[config.mk]
export PLATFORM = sky130hd
export DESIGN_NAME = ucs_sequencer
export DESIGN_NICKNAME = d
export VERILOG_FILES = /design/src/rtl/ucs_pkg.sv /design/src/rtl/ucs_latency_timer.sv /design/src/rtl/ucs_sequencer.sv
export SDC_FILE = /design/constraint.sdc
export NUM_CORES = 1
export LEC_CHECK = 0
export BUFFER_PORTS_ARGS = -buffer_cell sky130_fd_sc_hd__buf_2
export CORE_MARGIN = 2
export CORE_UTILIZATION = 42
export CTS_CLUSTER_SIZE = 40
export DETAILED_ROUTE_END_ITERATION = 8
export HOLD_SLACK_MARGIN = 0.1
export PLACE_DENSITY_LB_ADDON = 0.12
export SKIP_CTS_REPAIR_TIMING = 1
export SYNTH_ARGS = -nofsm -noshare
export SYNTH_HDL_FRONTEND = slang
export SYNTH_SLANG_ARGS = --single-unit
[constraint.sdc]
create_clock -name clk -period 4.85 [get_ports clk]
set_clock_uncertainty 0.2 [all_clocks]
set_input_delay 0.97 -clock clk [delete_from_list [all_inputs] [get_ports clk]]
set_output_delay 0.97 -clock clk [all_outputs]
set_load 0.1 [all_outputs]
[src/rtl/ucs_pkg.sv]
// ucs_pkg: shared state encoding and width helpers for the unsat-clause sequencer
package ucs_pkg;

    localparam int SELECT_LATENCY_DEFAULT = 4;

    typedef enum logic [3:0] {
        ST_IDLE,
        ST_LOAD,
        ST_SETTLE,
        ST_CHECK,
        ST_REQ,
        ST_WAIT,
        ST_PRESENT,
        ST_FLIP,
        ST_SAT,
        ST_TIMEOUT,
        ST_ERROR
    } ucs_state_t;

    function automatic int clw(input int nsat, input int law);
        return nsat * law;
    endfunction

    function automatic int cw(input int depth);
        return $clog2(depth);
    endfunction

endpackage

[src/rtl/ucs_latency_timer.sv]
// ucs_latency_timer: loadable down-counter that parks at zero
module ucs_latency_timer #(
    parameter int W = 3
) (
    input  logic         clk,
    input  logic         reset,
    input  logic         clear,
    input  logic         load,
    input  logic [W-1:0] value,
    output logic         zero
);

    logic [W-1:0] r_count;

    always_ff @(posedge clk or posedge reset) begin
        if (reset)
            r_count <= '0;
        else if (clear)
            r_count <= '0;
        else if (load)
            r_count <= value;
        else if (!zero)
            r_count <= r_count - 1'b1;
    end

    assign zero = r_count == '0;

endmodule

[src/rtl/ucs_sequencer.sv]
// ucs_sequencer: drives the unsat-clause selector through load and select/present/flip iterations
module ucs_sequencer
    import ucs_pkg::*;
#(
    parameter int BUFFER_DEPTH          = 2048,
    parameter int NSAT                  = 3,
    parameter int LITERAL_ADDRESS_WIDTH = 12,
    parameter int SELECT_LATENCY        = SELECT_LATENCY_DEFAULT,
    parameter int FLIP_WIDTH            = 32,
    localparam int CW                   = cw(BUFFER_DEPTH),
    localparam int CLW                  = clw(NSAT, LITERAL_ADDRESS_WIDTH)
) (
    input  logic                  clk,
    input  logic                  reset,
    input  logic                  start_i,
    input  logic                  abort_i,
    input  logic                  load_done_i,
    input  logic [FLIP_WIDTH-1:0] max_flips_i,
    input  logic [CW-1:0]         buffer_count_i,
    input  logic                  fifo_empty_i,
    input  logic                  ucb_overflow_i,
    input  logic [CLW-1:0]        selected_i,
    output logic                  setup_o,
    output logic                  request_o,
    output logic                  write_disable_o,
    output logic                  clause_valid_o,
    output logic [CLW-1:0]        clause_o,
    input  logic                  clause_ready_i,
    input  logic                  flip_done_i,
    output logic [FLIP_WIDTH-1:0] flip_count_o,
    output logic                  busy_o,
    output logic                  sat_o,
    output logic                  timeout_o,
    output logic                  error_o
);

    localparam int TW = $clog2(SELECT_LATENCY + 1);

    ucs_state_t            r_state;
    ucs_state_t            w_next;
    logic [FLIP_WIDTH-1:0] r_flip_count;
    logic [FLIP_WIDTH-1:0] r_max;
    logic [CLW-1:0]        r_clause;
    logic                  w_zero;

    ucs_latency_timer #(.W(TW)) u_timer (
        .clk   (clk),
        .reset (reset),
        .clear (abort_i),
        .load  (r_state == ST_REQ),
        .value (TW'(SELECT_LATENCY - 1)),
        .zero  (w_zero)
    );

    always_ff @(posedge clk or posedge reset) begin
        if (reset)
            r_state <= ST_IDLE;
        else
            r_state <= w_next;
    end

    always_comb begin
        w_next = r_state;
        case (r_state)
            ST_IDLE, ST_SAT, ST_TIMEOUT, ST_ERROR: w_next = start_i ? ST_LOAD : r_state;
            ST_LOAD:    w_next = load_done_i ? ST_SETTLE : ST_LOAD;
            ST_SETTLE:  w_next = fifo_empty_i ? ST_CHECK : ST_SETTLE;
            ST_CHECK:   w_next = buffer_count_i == '0 ? ST_SAT :
                                 r_flip_count == r_max ? ST_TIMEOUT : ST_REQ;
            ST_REQ:     w_next = ST_WAIT;
            ST_WAIT:    w_next = w_zero ? ST_PRESENT : ST_WAIT;
            ST_PRESENT: w_next = clause_ready_i ? ST_FLIP : ST_PRESENT;
            ST_FLIP:    w_next = flip_done_i ? ST_SETTLE : ST_FLIP;
            default:    w_next = ST_IDLE;
        endcase
        if (ucb_overflow_i && r_state != ST_IDLE)
            w_next = ST_ERROR;
        if (abort_i)
            w_next = ST_IDLE;
    end

    // Datapath updates key off the resolved next state so abort/overflow suppress them
    always_ff @(posedge clk or posedge reset) begin
        if (reset) begin
            r_flip_count <= '0;
            r_max        <= '0;
            r_clause     <= '0;
        end else begin
            if (w_next == ST_LOAD && r_state != ST_LOAD) begin
                r_flip_count <= '0;
                r_max        <= max_flips_i;
            end else if (r_state == ST_FLIP && w_next == ST_SETTLE && !(&r_flip_count))
                r_flip_count <= r_flip_count + 1'b1;
            if (r_state == ST_WAIT && w_next == ST_PRESENT)
                r_clause <= selected_i;
        end
    end

    always_comb begin
        setup_o         = r_state == ST_LOAD;
        request_o       = r_state == ST_REQ;
        clause_valid_o  = r_state == ST_PRESENT;
        write_disable_o = r_state inside {ST_IDLE, ST_SAT, ST_TIMEOUT, ST_ERROR};
        busy_o          = r_state inside {ST_LOAD, ST_SETTLE, ST_CHECK, ST_REQ,
                                          ST_WAIT, ST_PRESENT, ST_FLIP};
        sat_o           = r_state == ST_SAT;
        timeout_o       = r_state == ST_TIMEOUT;
        error_o         = r_state == ST_ERROR;
    end

    assign clause_o     = r_clause;
    assign flip_count_o = r_flip_count;

endmodule

==> results.py <==
metrics = {
    "sta": {
        "drv_slew": 0,
        "fin_crit_ns": 3.48,
        "finalHoldViolCount": 0,
        "post-route-period-util_pct": 71.7,
        "setup_violations": 0,
        "rsz0062_at_grt": "no",
        "setup_tns_ns": 0,
        "timing.fmax_mhz": 288,
        "timing.slew.headroom_pct": 48.9,
        "worst_slew_pin_slew_ns": 0.759,
    },
    "worst_setup_path": {
        "critPathArrivalTime_ns": 2.31,
        "cp-end-kind": "primary output",
        "critPathMaxFanout": 19,
        "start_kind": "flop",
        "required_ns": 3.68,
        "worstSetupPathType": "flop to primary output",
    },
    "logic_synthesis": {
        "synthArstFlopShare_pct": 100,
        "yosys.area_share.simple_pct": 14.0,
        "synth_edf_count": 0,
        "synth-seq-cells": 107,
        "synth_top_area_share_pct": 50.0,
        "ys_seq_area_share_pct": 50.0,
        "synth_mux_area_share_pct": 14.9,
        "yosysTopAreaCell": "dfrtp_1",
        "synthesis.area_um2": 5350,
        "avgSynthCellArea_um2": 11.3,
        "synth_commonest_cells": "107 x dfrtp_1, 56 x mux2_1, 54 x xnor2_1",
        "synth_xor_area_share_pct": 9.98,
        "ys.flop_type": "dfrtp_1",
        "synth-compound-area-share_pct": 6.26,
        "synth_top_family_by_area": "multiplexers",
        "synth_top_cells_by_area": "dfrtp_1 50%, mux2_1 12%, xnor2_1 8.8%",
        "syn-instance-count": 472,
        "synth_cell_type_count": 52,
        "synthAdderAreaFrac_pct": 0.888,
        "synth_most_common_cell": "dfrtp_1",
        "synth_nets": 563,
        "synth.yosys.warnings": 0,
    },
    "floorplan": {
        "die_h_um": 117,
        "initial_core_util_pct": 42.8,
        "die_w_um": 117,
        "rows": 41,
        "die_area_um2": 13700,
        "pin_count": 164,
        "core_um2": 12500,
    },
    "final_layout": {
        "nets": 718,
        "area_delta_synth_final_pct": 23.3,
        "fin_area_um2": 6600,
        "layoutNonFillerInstCount": 804,
        "antenna-diode-count": 0,
        "layout-drive-gt1-share_pct": 32.4,
        "fill_cells": 1208,
    },
    "route": {
        "final_antenna_net_count": 0,
        "wire_per_inst_um": 15.8,
        "firstDrtPassIters": 4,
        "vias": 4137,
        "detail_route.vias_per_cell": 5.15,
        "drt-initial-drc-count": 285,
        "drt_wl_total_mm": 12.7,
        "remaining_drc_errors": 0,
    },
    "clock_network": {
        "clock_sinks": 107,
        "cts-root-buf": "clkbuf_16",
        "cts-buffers-inserted": 9,
        "clock_path_buffers": 2,
        "cts_tree": "built",
        "htree_num_levels": 3,
        "clk_pin_slew_ns": 0.07,
        "clk_latency_ns": 0.35,
    },
    "run": {
        "cap_viol_max_count": 0,
    },
    "grt": {
        "gr-total-overflow": 0,
        "grt_pass1_wl_mm": 19.9,
        "grt_use_total_pct": 18.9,
        "grt_pass1_vias": 3917,
        "antenna_found_initial": 0,
        "grt_max_degree": 60,
    },
    "placed_design": {
        "gp_congestion": 0.834,
        "dp.cells": 788,
        "place_area_um2": 6260,
        "dpl.hpwl_mm": 9.34,
        "port_buffers": 163,
    },
    "status": {
        "status": "completed",
    },
    "pwr": {
        "power_density_nw_per_um2": 478,
        "finalPower_mw": 3.15,
        "p_leak_nw": 3.19,
        "peakVddDrop_v": 0.000241,
    },
    "worst_hold_path": {
        "hp-class": "flop to flop",
    },
}
final cells by class:
class / instances / area (µm²) / area share [%]
Tap cell: 172 / 215 / 3.26
Sequential cell: 107 / 2680 / 40.6
Inverter: 11 / 43.8 / 0.664
Timing Repair Buffer: 168 / 853 / 12.9
Multi-Input combinational cell: 330 / 2470 / 37.4
Clock inverter: 3 / 68.8 / 1.04
Clock buffer: 13 / 270 / 4.09
metal layers:
layer	GRT usage [%]	wire, µm	vias up
li1	-	-	1969
met1	24.4	5420	2048
met2	31.5	6480	108
met3	5.15	713	12
met4	5.02	127	0
met5	0	0	-
power breakdown:
group | switching, mW | internal, mW | leakage, nW | total [mW]
registers | 0.160 | 1.07 | 1.42 | 1.22
logic | 0.692 | 0.420 | 1.60 | 1.11
clock network | 0.320 | 0.496 | 0.166 | 0.816
through the flow:
stage | hold WS (ns) | util, % | setup WS [ns]
global placement | 0.262 | 50.0 | 1.46
global route | 0.301 | 52.7 | 1.23
CTS | 0.289 | 52.7 | 1.36
floorplan | 0.286 | - | 0.800
finish | 0.283 | 52.7 | 1.37
detailed placement | 0.273 | 50.0 | 1.46
sequential cells by signal (all words and copies together) (netlist names):
name	cells
r_state	4
u_timer.r_count	3
clause_o	36
flip_count_o	32
r_max	32
final timing paths:
path | slack (ns) | start | to | cells past startpoint
hold / removal | 0.28 | clause_o[22] | clause_o[22] | 1
max in group asynchronous | 3.16 | reset | r_max[25] | 3
setup / recovery | 1.37 | r_state[2] | request_o | 4
min in group asynchronous | 0.33 | reset | r_max[9] | 2
hold reg to reg | 0.28 | clause_o[22] | clause_o[22] | 1
setup reg to reg | 1.54 | r_state[2] | clause_o[32] | 7
cells in the final DEF (no fill, tap or decap), drive strengths merged, types with 7 or more instances in the layout:
cell type	instances
a21oi	34
nand2b	7
inv	11
o21ai	9
buf	168
nand3	13
nor4	8
xor2	7
nor3	12
mux2	69
xnor2	54
and3	7
clkbuf	13
nor2	31
nand4	19
dfrtp	107
nand2	18
worst max-delay path, stage by stage (launching register included):
cell      delay (ns)
dfrtp_1         0.71
nand2b_1        0.31
or3_1           0.42
inv_1           0.09
buf_2           0.43
kinds of logic after synthesis:
logic type / count (synthesis)
compound gates: 57
xor+xnor: 61
fa+ha+maj: 4
buf+inv: 35
flops: 107
mux: 71
simple gates: 137
Note: power is estimated with default switching activity, not from simulation.
